File: src/rtl/trace_arbiter.sv
// Round-robin merge of pass-through (src0) and retired (src1) trace elements
// into a small FIFO that drains to the trace sink over valid/ready.
package trace_arbiter_pkg;
   typedef struct packed {
      logic [31:0] instruction;
      logic [31:0] pc;
      logic [31:0] ex_data;
      logic        pass_through;
   } trace_output;
endpackage

module trace_arbiter
   import trace_arbiter_pkg::*;
#(
   parameter int FIFO_DEPTH = 4,
   parameter int LVL_W      = $clog2(FIFO_DEPTH + 1)
) (
   input  logic              clk,
   input  logic              rst,
   input  logic              src0_valid,
   input  trace_output       src0_data,
   output logic              src0_ack,
   input  logic              src1_valid,
   input  trace_output       src1_data,
   output logic              src1_ack,
   output logic              out_valid,
   output trace_output       out_data,
   input  logic              out_ready,
   input  logic              flush,
   output logic [LVL_W-1:0]  fifo_level
);

   localparam int PTR_W = (FIFO_DEPTH > 1) ? $clog2(FIFO_DEPTH) : 1;

   typedef enum logic {
      SRC0 = 1'b0,
      SRC1 = 1'b1
   } src_e;

   trace_output      mem_q [FIFO_DEPTH];
   logic [PTR_W-1:0] rd_ptr_q, rd_ptr_d;
   logic [PTR_W-1:0] wr_ptr_q, wr_ptr_d;
   logic [LVL_W-1:0] count_q, count_d;
   src_e             last_grant_q, last_grant_d;

   logic             pop;
   logic             space;
   logic             grant0;
   logic             grant1;
   logic             accept;
   logic             push;
   trace_output      push_data;

   // NOTE: every always_comb output gets a default first so no path leaves it unassigned (no latch).
   always_comb begin
      pop       = (count_q != '0) & out_ready;
      space     = (count_q < LVL_W'(FIFO_DEPTH)) | pop;
      grant0    = 1'b0;
      grant1    = 1'b0;
      rd_ptr_d  = rd_ptr_q;
      wr_ptr_d  = wr_ptr_q;
      count_d   = count_q;
      last_grant_d = last_grant_q;

      if (src0_valid && src1_valid) begin
         if (last_grant_q == SRC1) grant0 = 1'b1;
         else                      grant1 = 1'b1;
      end else begin
         grant0 = src0_valid;
         grant1 = src1_valid;
      end

      // Acks are held low while reset is asserted, not just after the first edge.
      accept    = space & ~flush & ~rst;
      src0_ack  = grant0 & accept;
      src1_ack  = grant1 & accept;
      push      = src0_ack | src1_ack;
      push_data = src1_ack ? src1_data : src0_data;

      if (flush) begin
         rd_ptr_d     = '0;
         wr_ptr_d     = '0;
         count_d      = '0;
         last_grant_d = SRC1;
      end else begin
         if (push) begin
            wr_ptr_d     = wr_ptr_q + PTR_W'(1);
            last_grant_d = src1_ack ? SRC1 : SRC0;
         end
         if (pop) rd_ptr_d = rd_ptr_q + PTR_W'(1);
         count_d = count_q + LVL_W'(push) - LVL_W'(pop);
      end
   end

   // NOTE: sequential state uses non-blocking assignments so all flops update together at the edge.
   always_ff @(posedge clk or posedge rst) begin
      if (rst) begin
         rd_ptr_q     <= '0;
         wr_ptr_q     <= '0;
         count_q      <= '0;
         last_grant_q <= SRC1;
      end else begin
         rd_ptr_q     <= rd_ptr_d;
         wr_ptr_q     <= wr_ptr_d;
         count_q      <= count_d;
         last_grant_q <= last_grant_d;
      end
   end

   // NOTE: storage has no reset; count_q alone decides which entries are meaningful.
   always_ff @(posedge clk) begin
      if (push) mem_q[wr_ptr_q] <= push_data;
   end

   assign out_valid  = (count_q != '0);
   assign out_data   = mem_q[rd_ptr_q];
   assign fifo_level = count_q;

endmodule

File: config.mk
export PLATFORM = sky130hd
export DESIGN_NAME = trace_arbiter
export DESIGN_NICKNAME = d
export VERILOG_FILES = /design/src/rtl/trace_arbiter.sv
export SDC_FILE = /design/constraint.sdc
export NUM_CORES = 1
export LEC_CHECK = 0
export CORE_ASPECT_RATIO = 1.25
export CORE_MARGIN = 8
export CORE_UTILIZATION = 30
export DETAILED_ROUTE_END_ITERATION = 8
export PLACE_DENSITY = 0.57
export RECOVER_POWER = 50
export SLEW_MARGIN = 10
export SYNTH_ARGS = -nofsm -noshare
export SYNTH_HDL_FRONTEND = slang
export SYNTH_SLANG_ARGS = --single-unit
File: constraint.sdc
create_clock -name clk -period 3.8 [get_ports clk]
set_clock_uncertainty 0.05 [all_clocks]
set_input_delay 0.57 -clock clk [delete_from_list [all_inputs] [get_ports clk]]
set_output_delay 0.57 -clock clk [all_outputs]
set_load 0.01 [all_outputs]
[After elaboration in Yosys (flattened, before gate mapping)]
Memories as Yosys holds them, arrays and structs flattened.
Index checks and enable logic that the tools add are counted.
Cells by class
  reductions and logical operators: 4
  bitwise logic cells: 9
  multiplexer cells: 15
  add/subtract/negate cells: 4
  magnitude comparators: 1
Operators by type and width (number)
  $mux 97: 1
  $mux 1: 9
  $mux 2: 4
  $and 1x1->1: 5
  $add 2x1->2 const B: 2
  $reduce_bool 2->1: 2
  $add 3x1->3: 1
  $lt 3x3->1 const B: 1
  $mux 3: 1
  $reduce_bool 3->1: 1
  $sub 3x1->3: 1
  $not 1->1: 2
  $or 1x1->1: 2
  $logic_and 1x1->1: 1
Storage, ports and cells
  RAM bits: 388
  output and inout bits: 103
  input port bits: 200
  memories kept: 1
  register bits: 8
Memory list
  mem_q: words 4, bits a word 97, rd ports 1, clocked after Yosys merged registers in 0, write ports 1, RTL line 40  | trace_output mem_q [FIFO_DEPTH];

[Logic depth before layout (Yosys ltp)]
Gate-level depths: netlist (run 1).
  depth in word-level cells: 10
  gate-level depth with buffers: 12
  gate-level depth less buffers: 11

[Worst setup path before layout (run 1)]
OpenSTA, ideal clock, no wires.
  path kind: in2reg
  from: in flush
  to: mem mem_q[0][0] (netlist name), enable pin
  arrival time: 3.416 ns
  path slack: -0.133 ns
  setup time: 0.467 ns
  path buffers: 1
  stages on the path: 4
  path through: buf_2 > nor2_4 > o211a_1 > and2_1
Between the ends
  longest elaborated chain between the ends: 7
Ends and longest elaborated chain
  start: declaration: RTL line 29  | input logic flush,
  $not 1->1 (*): RTL line 74  | accept = space & ~flush & ~rst;
  $and 1x1->1 (*) (2 in series): RTL line 74
  $and 1x1->1, on equally long branches: RTL line 75, 76
  $or 1x1->1 (*): RTL line 77  | push = src0_ack | src1_ack;
  $mux 1 (*): RTL line 112  | if (push) mem_q[wr_ptr_q] <= push_data;
  $mux 1 (implied by the code) (*): RTL line 112
  end: declaration: RTL line 40
Every way passes the cells marked *; elsewhere a longest branch is shown, timed or not.

==> metrics.log, run 1 <==
[metrics] Clock Sinks: approximately 400
[metrics] DR DRC count: 0
[metrics] global router's overall resource usage: 0.115
[metrics] effective utilization at floorplan: 0.301
[metrics] CTS tree: yes
[metrics] async set or reset register ratio after synthesis: 0.0202
[metrics] sequential element share of the synthesized area: 0.754
[metrics] area of the die: between 0.06 and 0.07 mm2
[metrics] layout cell share with drive strength beyond 1: 0.251
[metrics] summed negative setup slack over all endpoints: 0 ps
[metrics] placer congestion estimate: about 0.67
[metrics] placeable core area: roughly 0.052 mm2
[metrics] post-synthesis cell type with the largest combined area: sky130_fd_sc_hd__edfxtp_1
[metrics] placed wire-length estimate: between 20 and 25 mm
[metrics] distinct cell type count after synthesis: 32
[metrics] Critical-path top delay cell: sky130_fd_sc_hd__dfrtp_4
[metrics] post-route minimum period: between 3000 and 4000 ps
[metrics] Cell Rows: 94
[metrics] total nets after synthesis: approximately 880
[metrics] worst-case clock buffer depth: 3
[metrics] number of nets in the finished design: 1202
[metrics] Avg Vias per Cell: ~4.6
[metrics] peak per-stage delay on the critical path: 600 ps
[metrics] first-pass GRT wire length: ~52 mm
[metrics] Max IR drop VDD: a little over 0.0005 V
[metrics] mean instance size in the synthesized netlist: approximately 24 um2
[metrics] IO Count: approximately 300
[metrics] highest fanout seen on the critical path: 35
[metrics] Crit Reg-Reg Startpoint: fifo_level[2]
[metrics] CTS root buf: sky130_fd_sc_hd__clkbuf_16
[metrics] number of flops mapped to enable cells by yosys: just under 400
[metrics] total non-filler cell area in the finished layout: between 0.02 and 0.025 mm2
[metrics] final worst-path cycle share: 0.849
[metrics] sum of routed wire length over all layers: approximately 35 mm
[metrics] setup violators final: 0
[metrics] overall overflow remaining after global route: 0
[metrics] leading post-synthesis cells by instance count: 388 x sky130_fd_sc_hd__edfxtp_1, 97 x sky130_fd_sc_hd__mux4_2, 79 x sky130_fd_sc_hd__mux2_2, 20 x sky130_fd_sc_hd__buf_2, 19 x sky130_fd_sc_hd__mux2_4
[metrics] Area growth syn-to-layout: 32.0%
[metrics] number of gates resized after CTS: 0
[metrics] Post-DRT Antenna Nets: 0
[metrics] #FFs+latches synth: 396
[metrics] insertion delay of the later-clocked pin in the worst-skew pair: around 530 ps
[metrics] max-cap violations: 8
[metrics] startpoint kind of the worst setup timing path: flip-flop
[metrics] total cell area at the placement stage: between 0.015 and 0.02 mm2
[metrics] IO buf count: roughly 300
[metrics] Crit Path Category: reg -> out
[metrics] static leakage power: approximately 6.6 nW
[metrics] internal reg-to-reg setup slack: ~980 ps
[metrics] power per cell area: around 560 mW/mm2
[metrics] required time at the endpoint of the critical path: 3180 ps
[metrics] endpoint arrival time on the critical path: roughly 2600 ps
[metrics] violated checks: max-capacitance violations, max-slew violations
[metrics] Max transition margin: -0.0480
[metrics] endpoints failing hold: 0
[metrics] portion of synthesized cell area occupied by the leading cell type: 0.741
[metrics] number of detailed-route iterations in the first pass: 4
[metrics] initial antenna violation count: 3
[metrics] RSZ-0062 raised after global routing: false
[metrics] Fillers: ~4800
[metrics] cell breakdown of the critical path: buf_12 > mux4_2 > clkdlybuf4s50_1
[metrics] most common cell in the synthesized netlist: sky130_fd_sc_hd__edfxtp_1
[metrics] final-report max-slew violation count: approximately 350
[metrics] number of buffers added for setup after CTS: 0
[metrics] Clk pin slew, worst setup/hold paths: 50 ps
[metrics] depth of the CTS H-tree: 2
[metrics] count of mapped cells out of synthesis: 669
[metrics] CP Capture Type: primary output
[metrics] pin count of the biggest net entering global routing: slightly below 100
[metrics] horizontal extent of the die: between 200 and 250 um
[metrics] worst hold margin: roughly 480 ps
[metrics] total number of vias: a little under 8000
[metrics] worst setup slack after layout: about 570 ps
[metrics] ranking of synthesized cells by area: sky130_fd_sc_hd__edfxtp_1 74%, sky130_fd_sc_hd__mux4_2 14%, sky130_fd_sc_hd__mux2_2 5.7%
[metrics] First DRT Iteration DRCs: 337
[metrics] worst reg-to-reg path cell count: 4
[metrics] most used flip-flop cell after synthesis: sky130_fd_sc_hd__edfxtp_1
[metrics] number of warning messages in the yosys log: 0
[metrics] worst min path class: in -> async
[metrics] number of global-route vias before repair: 8636
[metrics] measured slew at the worst slew-check pin: approximately 1600 ps
[metrics] placement-stage worst setup slack: roughly 490 ps
[metrics] post-synth design cell area: ~0.016 mm2
[metrics] status: finished with violations
[metrics] chip height: 272 um
[metrics] DR WL/cell: 20.7 um
[metrics] number of buffers added by the clock tree synthesis step: 40
[metrics] CTS Hold Buffers Added: 0
[metrics] achievable frequency: about 310 MHz
[metrics] worst flop-to-flop path endpoint: mem_q[2][58]
[critical path, delay by kind of cell (launching register included)]
kind | cells | cell delay (ps)
buffers and inverters | 2 | 840
flip-flops | 1 | 600
multiplexers | 1 | 590
[how the worst max path moves through the flow]
stage | to | startpoint
4_1_cts | out_data[27] | rd_ptr_q[0]
3_3_place_gp | fifo_level[2] | out_ready
6_report | out_data[27] | rd_ptr_q[0]
5_1_grt | out_data[27] | rd_ptr_q[0]
2_1_floorplan | mem_q[0][0] | flush
3_5_place_dp | fifo_level[2] | out_ready
[power by group]
| group | leakage (nW) | internal, mW | switching (mW) |
|---|---|---|---|
| sequential | 3.61 | 5.03 | 0.0958 |
| clock | 0.601 | 2.19 | 1.55 |
| combinational | 2.40 | 1.62 | 1.20 |
| total | 6.61 | 8.84 | 2.84 |
[logic make-up (layout without fill, tap and decap cells)]
logic type                 count (synthesis)  after routing  synth area share
AOI/OAI and AO/OA                          5              5           0.00271
xor gates and xnor gates                   3              3           0.00167
adders and majority gates                  7              7           0.00605
buffers and inverters                     41            392            0.0133
DFF                                      396            396             0.754
muxes                                    196            196             0.214
other                                      0              3                 0
and+or+nand+nor                           21             21           0.00828
[layer usage]
| metal | up-vias | track usage | routed length [um] |
|---|---|---|---|
| met1 | 4064 | 0.129 | 13500 |
| met5 | - | 0 | 13 |
| met3 | 46 | 0.0353 | 2380 |
| met2 | 180 | 0.209 | 18400 |
| met4 | 2 | 0.0332 | 738 |
| li1 | 3462 | - | - |
[final cells by class]
| type | instances | area (um2) | share of cell area |
|---|---|---|---|
| flip-flops and latches | 396 | 11900 | 0.571 |
| multi-input cells | 232 | 3620 | 0.174 |
| repair buffers | 317 | 3180 | 0.153 |
| clock buffers | 52 | 1080 | 0.0519 |
| well taps | 672 | 841 | 0.0405 |
| clock inverters | 15 | 151 | 0.00729 |
| inverters | 8 | 30.0 | 0.00145 |
| diodes | 3 | 7.51 | 0.000362 |
[through the flow]
step	power (mW)	std cells	util
floorplan	6.67	669	-
global placement	8.16	1625	0.378
detailed placement	8.18	1625	0.378
CTS	12.0	1692	0.401
global route	12.2	1692	0.397
finish	11.7	1695	0.398
[state kept, by name, indices dropped and copies added (netlist names)]
signal and count:
last_grant_q 1, mem_q 388, rd_ptr_q 2, fifo_level 3, wr_ptr_q 2
[layout by cell type, fill, tap and decap left out, types with 2 or more instances in the layout]
cell and n:
sky130_fd_sc_hd__edfxtp_1 388, sky130_fd_sc_hd__clkbuf_16 41, sky130_fd_sc_hd__clkbuf_2 8, sky130_fd_sc_hd__clkinv_2 6
sky130_fd_sc_hd__clkinv_1 4, sky130_fd_sc_hd__dfrtp_4 2, sky130_fd_sc_hd__dlygate4sd3_1 2, sky130_fd_sc_hd__nor2_1 6
sky130_fd_sc_hd__bufinv_16 3, sky130_fd_sc_hd__ha_1 6, sky130_fd_sc_hd__and2_0 4, sky130_fd_sc_hd__mux2_2 79
sky130_fd_sc_hd__xor2_1 2, sky130_fd_sc_hd__inv_1 8, sky130_fd_sc_hd__mux2_4 7, sky130_fd_sc_hd__clkdlybuf4s50_1 300
sky130_fd_sc_hd__diode_2 3, sky130_fd_sc_hd__mux4_2 97, sky130_fd_sc_hd__mux2_1 12, sky130_fd_sc_hd__buf_12 5
sky130_fd_sc_hd__nand2_1 2, sky130_fd_sc_hd__clkbuf_1 10, sky130_fd_sc_hd__nand2b_1 2, sky130_fd_sc_hd__dfrtp_1 5
(Power assumes the default switching activity.)
==> run 2: changes to the inputs <==
--- a/config.mk
+++ b/config.mk
@@ -9,7 +9,7 @@
 export CORE_MARGIN = 8
 export CORE_UTILIZATION = 30
 export DETAILED_ROUTE_END_ITERATION = 8
-export PLACE_DENSITY = 0.57
+export PLACE_DENSITY = 0.55
 export RECOVER_POWER = 50
 export SLEW_MARGIN = 10
 export SYNTH_ARGS = -nofsm -noshare
==> constraint.sdc (replaced) <==
create_clock -name clk -period 3.1 [get_ports clk]
set_clock_uncertainty 0.05 [all_clocks]
set_input_delay 0.465 -clock clk [delete_from_list [all_inputs] [get_ports clk]]
set_output_delay 0.465 -clock clk [all_outputs]
set_load 0.01 [all_outputs]
==> run 2 against run 1 <==
Effect of this change: the run now ends clean; flip-flop and latch count is the same; register-to-register slack got worse by 730 ps; die area stayed put; routed wire length increased by 4.8%; sequential share of layout area shrank 0.58 points; sequential power up 23%; global-route usage is 0.52 points higher; core utilization is 0.41 points higher; highest routed layer unchanged.
==> metrics.log, run 2 (synthesis gave the netlist of run 1 again) <==
[metrics] final worst-path cycle share: 0.964
[metrics] CTS root buf: sky130_fd_sc_hd__clkbuf_16
[metrics] Worst path depth: 3
[metrics] endpoint arrival time on the critical path: around 2500 ps
[metrics] cell breakdown of the critical path: buf_12 > mux4_2 > clkdlybuf4s50_1
[metrics] summed negative setup slack over all endpoints: 0 ps
[metrics] worst-case clock buffer depth: 3
[metrics] IO Count: around 300
[metrics] number of nets in the finished design: roughly 1200
[metrics] setup violators final: 0
[metrics] part of the power in combinational logic: 0.248
[metrics] sum of routed wire length over all layers: around 37 mm
[metrics] layout cell share with drive strength beyond 1: 0.247
[metrics] global router's overall resource usage: 0.121
[metrics] Sw Share: 0.250
[metrics] first-pass GRT wire length: around 54 mm
[metrics] final core utilization: 0.402
[metrics] Max transition margin: 0.0595
[metrics] endpoints failing hold: 0
[metrics] max-cap violations: 0
[metrics] worst flop-to-flop path endpoint: mem_q[3][52]
[metrics] total power consumption of the routed design: approximately 14 mW
[metrics] total non-filler cell area in the finished layout: roughly 0.021 mm2
[metrics] dominant delay contributor by cell family on the critical path: buffers and inverters
[metrics] number of flip-flops in the largest register: around 390
[metrics] post-route minimum period: 2990 ps
[metrics] placer congestion estimate: approximately 0.65
[metrics] achievable frequency: 335 MHz
[metrics] total number of vias: 7784
[metrics] pin count of the biggest net entering global routing: 51
[metrics] power per cell area: 689 mW/mm2
[metrics] highest fanout seen on the critical path: 19
[metrics] number of buffers added by the clock tree synthesis step: between 40 and 50
[metrics] Crit Reg-Reg Startpoint: fifo_level[2]
[metrics] static leakage power: between 6 and 7 nW
[metrics] total cell area at the placement stage: 0.0199 mm2
[metrics] Avg Vias per Cell: roughly 4.5
[metrics] number of detailed-route iterations in the first pass: 4
[metrics] number of global-route vias before repair: around 8800
[metrics] status: completed
[metrics] placeable core area: between 0.05 and 0.06 mm2
[metrics] Critical-path top delay cell: sky130_fd_sc_hd__clkdlybuf4s50_1
[metrics] final-report max-slew violation count: 0
[metrics] chip height: about 270 um
[metrics] worst min path class: in -> async
[metrics] worst reg-to-reg path cell count: 5
[metrics] required time at the endpoint of the critical path: 2580 ps
[metrics] Max IR drop VDD: approximately 0.00036 V
[metrics] IO buf count: between 300 and 400
[metrics] RSZ-0062 raised after global routing: false
[metrics] commonest cells after routing, fill and taps aside: 388 x sky130_fd_sc_hd__edfxtp_1, 301 x sky130_fd_sc_hd__clkdlybuf4s50_1, 97 x sky130_fd_sc_hd__mux4_2
[metrics] depth of the CTS H-tree: 2
[metrics] First DRT Iteration DRCs: between 200 and 250
[metrics] number of buffers added for setup after CTS: 0
[metrics] Clk pin slew, worst setup/hold paths: approximately 60 ps
[metrics] insertion delay of the later-clocked pin in the worst-skew pair: about 540 ps
[metrics] area of the die: 0.0600 mm2
[metrics] peak per-stage delay on the critical path: approximately 570 ps
[metrics] placed wire-length estimate: around 24 mm
[metrics] DR DRC count: 0
[metrics] most common library cell in the layout ignoring fill and taps: sky130_fd_sc_hd__edfxtp_1
[metrics] effective utilization at floorplan: 0.301
[metrics] CP Capture Type: primary output
[metrics] register name with the most flops: mem_q
[metrics] placement-stage worst setup slack: around 240 ps
[metrics] startpoint kind of the worst setup timing path: flip-flop
[metrics] sequential cell fraction of total power: 0.435
[metrics] overall overflow remaining after global route: 0
[metrics] CTS tree: yes
[metrics] Cell Int Power: ~11 mW
[metrics] Clock Sinks: 396
[metrics] Cell Rows: 94
[metrics] Crit Path Category: reg -> out
[metrics] measured slew at the worst slew-check pin: around 1400 ps
[metrics] Area growth syn-to-layout: 33.4%
[metrics] switching pwr: between 3 and 4 mW
[metrics] DR WL/cell: 21.5 um
[metrics] worst setup slack after layout: 112 ps
[metrics] count of buffer and inverter cells on the critical path: 2
[metrics] initial antenna violation count: 3
[metrics] final antenna diode count: 0
[metrics] internal reg-to-reg setup slack: around 250 ps
[metrics] clock share of power: 0.318
[metrics] horizontal extent of the die: ~220 um
[metrics] Post-DRT Antenna Nets: 0
run 2: changes by cell type in the layout (fill, tap and decap cells not counted), sizes merged:
cell / change
buf: +12
diode: -3
inv: +3
clkbuf: +2
clkinv: +2
bufinv: -1
clkdlybuf4s50: +1
clkinvlp: +1
dlygate4sd3: -1
run 2: through the flow:
stage          hold slack, ps  std cells
2_1_floorplan             230        669
3_3_place_gp              506       1637
3_5_place_dp              518       1637
4_1_cts                   205       1711
5_1_grt                   332       1711
6_report                  313       1711
run 2: layer usage:
metal  global-route usage  routed length, um
met1                0.137              14000
met2                0.210              18700
met3               0.0464               3150
met4               0.0337                806
met5                    0                 13
run 2: what timing repair did:
| item | 4_1_cts | 5_1_grt |
|---|---|---|
| setup endpoints to repair | 42 | 0 |
| hold buffers | 0 | 0 |
| resized for setup | 2 | 0 |
| endpoints found under the hold margin | 0 | 0 |
run 2: how the worst max path moves through the flow:
stage	start	to	slack, ps
floorplan	flush	mem_q[0][0]	350
global placement	out_ready	fifo_level[2]	270
detailed placement	out_ready	fifo_level[2]	240
CTS	rd_ptr_q[0]	out_data[21]	2
global route	fifo_level[2]	mem_q[1][19]	1
finish	rd_ptr_q[0]	out_data[21]	110
run 2: cell type report:
class,instances,area (um2)
fill,4720,31200
sequential,396,11900
multi-input combinational,232,3650
timing repair buffer,330,3360
clock buffer,53,1080
tap,672,841
clock inverter,20,158
inverter,8,30.0
run 2: power groups by stage:
stage / Combinational, mW / Clock [mW] / Sequential (mW)
4_1_cts: 3.76 / 4.78 / 6.29
5_1_grt: 3.88 / 4.94 / 6.31
3_3_place_gp: 3.69 / 0 / 6.38
2_1_floorplan: 1.86 / 0 / 6.32
6_report: 3.58 / 4.59 / 6.29
3_5_place_dp: 3.70 / 0 / 6.39
==> run 3: changes to the inputs <==
--- a/config.mk
+++ b/config.mk
@@ -11,6 +11,7 @@
 export DETAILED_ROUTE_END_ITERATION = 8
 export PLACE_DENSITY = 0.55
 export RECOVER_POWER = 50
+export SETUP_SLACK_MARGIN = 0.3
 export SLEW_MARGIN = 10
 export SYNTH_ARGS = -nofsm -noshare
 export SYNTH_HDL_FRONTEND = slang
==> run 3 against run 2 <==
Effect of this change: global-route usage increased by 0.38 points; largest power group unchanged; fmax increased by 8.0%; clock power about the same; largest cell class unchanged; register-to-register slack improved by 120 ps; first-iteration DRC count increased by 5.9%; critical path depth increased by 2; via count increased by 1.6%; sequential share of layout area decreased by 0.45 points; clock-buffer cell count unchanged; core utilization increased by 0.32 points; routed wire length increased by 3.8%.
==> metrics.log, run 3 (synthesis gave the netlist of run 1 again) <==
[metrics] insertion delay of the later-clocked pin in the worst-skew pair: ~540 ps
[metrics] part of the power in combinational logic: 0.257
[metrics] horizontal extent of the die: ~220 um
[metrics] Cell Int Power: 10.9 mW
[metrics] Max IR drop VDD: 0.000366 V
[metrics] Crit Path Category: reg -> out
[metrics] DR DRC count: 0
[metrics] placer congestion estimate: roughly 0.65
[metrics] Cell Rows: between 90 and 100
[metrics] status: completed
[metrics] number of global-route vias before repair: 8849
[metrics] pin count of the biggest net entering global routing: 51
[metrics] global router's overall resource usage: 0.125
[metrics] total non-filler cell area in the finished layout: about 0.021 mm2
[metrics] number of cells in the design after placement: ~1600
[metrics] switching pwr: roughly 3.7 mW
[metrics] number of detailed-route iterations in the first pass: 4
[metrics] Max transition margin: 0.129
[metrics] CTS root buf: sky130_fd_sc_hd__clkbuf_16
[metrics] IO buf count: a little over 300
[metrics] static leakage power: between 7 and 8 nW
[metrics] DR WL/cell: between 20 and 25 um
[metrics] initial antenna violation count: 3
[metrics] endpoints failing hold: 0
[metrics] CTS tree: yes
[metrics] achievable frequency: between 300 and 400 MHz
[metrics] highest fanout seen on the critical path: 9
[metrics] worst hold margin: between 300 and 400 ps
[metrics] Avg Vias per Cell: ~4.6
[metrics] measured slew at the worst slew-check pin: 1310 ps
[metrics] worst-case clock buffer depth: 3
[metrics] internal reg-to-reg setup slack: about 370 ps
[metrics] placeable core area: ~0.052 mm2
[metrics] final worst-path cycle share: 0.892
[metrics] CTS Hold Buffers Added: 0
[metrics] total number of vias: between 7000 and 8000
[metrics] chip height: ~270 um
[metrics] total cell area at the placement stage: roughly 0.020 mm2
[metrics] Clock Sinks: ~400
[metrics] summed negative setup slack over all endpoints: 0 ps
[metrics] placement-stage worst setup slack: about 240 ps
[metrics] number of nets in the finished design: 1242
[metrics] final antenna diode count: 0
[metrics] max-cap violations: 0
[metrics] final-report max-slew violation count: 0
[metrics] RSZ-0062 raised after global routing: true
[metrics] depth of the CTS H-tree: 2
[metrics] commonest cells after routing, fill and taps aside: 388 x sky130_fd_sc_hd__edfxtp_1, 204 x sky130_fd_sc_hd__clkdlybuf4s50_1, 97 x sky130_fd_sc_hd__mux4_2
[metrics] Clk pin slew, worst setup/hold paths: roughly 60 ps
[metrics] required time at the endpoint of the critical path: 2580 ps
[metrics] placed wire-length estimate: ~24 mm
[metrics] layout cell share with drive strength beyond 1: 0.289
[metrics] sum of routed wire length over all layers: about 38 mm
[metrics] register name with the most flops: mem_q
[metrics] startpoint kind of the worst setup timing path: flip-flop
[metrics] overall overflow remaining after global route: 0
[metrics] worst setup slack after layout: 335 ps
[metrics] Crit Reg-Reg Startpoint: fifo_level[2]
[metrics] Post-DRT Antenna Nets: 0
[metrics] worst reg-to-reg path cell count: 5
[metrics] First DRT Iteration DRCs: between 200 and 300
[metrics] Area growth syn-to-layout: 34.5%
[metrics] power per cell area: between 600 and 700 mW/mm2
[metrics] IO Count: 303
[metrics] CP Capture Type: primary output
[metrics] first-pass GRT wire length: between 50 and 60 mm
[metrics] worst flop-to-flop path endpoint: mem_q[3][60]
[metrics] sequential cell fraction of total power: 0.428
[metrics] number of buffers added by the clock tree synthesis step: 41
[metrics] effective utilization at floorplan: 0.301
[metrics] setup violators final: 0
[metrics] area of the die: about 0.060 mm2
[metrics] number of flip-flops in the largest register: a little under 400
[metrics] post-route minimum period: between 2000 and 3000 ps
[metrics] most common library cell in the layout ignoring fill and taps: sky130_fd_sc_hd__edfxtp_1
[metrics] non-filler cells in the finished layout: between 1500 and 2000
[metrics] Sw Share: 0.256
[metrics] endpoint arrival time on the critical path: about 2300 ps
[metrics] worst min path class: in -> async
[metrics] clock share of power: 0.315
==> run 3: cell count changes in the layout (fill, tap and decap cells not counted), sizes merged <==
cell,delta
buf,+26
clkdlybuf4s15,+9
dlygate4sd2,+58
clkdlybuf4s50,-97
bufbuf,+1
clkbuf,+29
==> run 3: final cells by class <==
type                            instances  area [um2]
Clock inverter                         20         158
Sequential cell                       396       11900
Inverter                                8        30.0
Tap cell                              672         841
Fill cell                            4732       31100
Multi-Input combinational cell        232        3660
Clock buffer                           53        1080
Timing Repair Buffer                  356        3520
==> run 3: worst max-delay path, cell delays in order (launching register included) <==
cell and delay, ps:
sky130_fd_sc_hd__dfrtp_4 490, sky130_fd_sc_hd__buf_12 160, sky130_fd_sc_hd__bufbuf_16 290, sky130_fd_sc_hd__buf_4 140, sky130_fd_sc_hd__mux4_2 440, sky130_fd_sc_hd__buf_2 180
==> run 3: repair_timing <==
item / 4_1_cts / 5_1_grt
endpoints found under the setup margin: 97 / 66
pin swaps: 0 / 0
setup buffers: 14 / 6
gates cloned: 5 / 2
gates resized for setup: 112 / 66
==> run 3: how the worst max path moves through the flow <==
stage,slack (ps),end,cells past startpoint,start
floorplan,350,mem_q[0][0],4,flush
global placement,270,fifo_level[2],12,out_ready
detailed placement,240,fifo_level[2],12,out_ready
CTS,210,out_data[35],5,rd_ptr_q[0]
global route,150,mem_q[2][22],5,fifo_level[2]
finish,330,out_data[21],5,rd_ptr_q[0]
==> run 3: power groups by stage <==
stage,sequential [mW],clock [mW],combinational [mW]
final,6.25,4.60,3.76
after global routing,6.27,4.94,4.08
after CTS,6.25,4.78,3.85
after detailed placement,6.39,0,3.70
after global placement,6.38,0,3.69
after floorplan,6.32,0,1.86
==> run 3: layer usage <==
layer	vias up	global-route usage	routed length (um)
met5	-	0	13
met4	2	0.0337	806
met3	57	0.0453	3070
met2	218	0.215	19300
met1	4083	0.144	14900
li1	3549	-	-
==> run 3: stage by stage <==
step,power [mW],util
global placement,10.1,0.380
finish,14.6,0.405
detailed placement,10.1,0.380
floorplan,8.18,-
global route,15.3,0.405
CTS,14.9,0.407
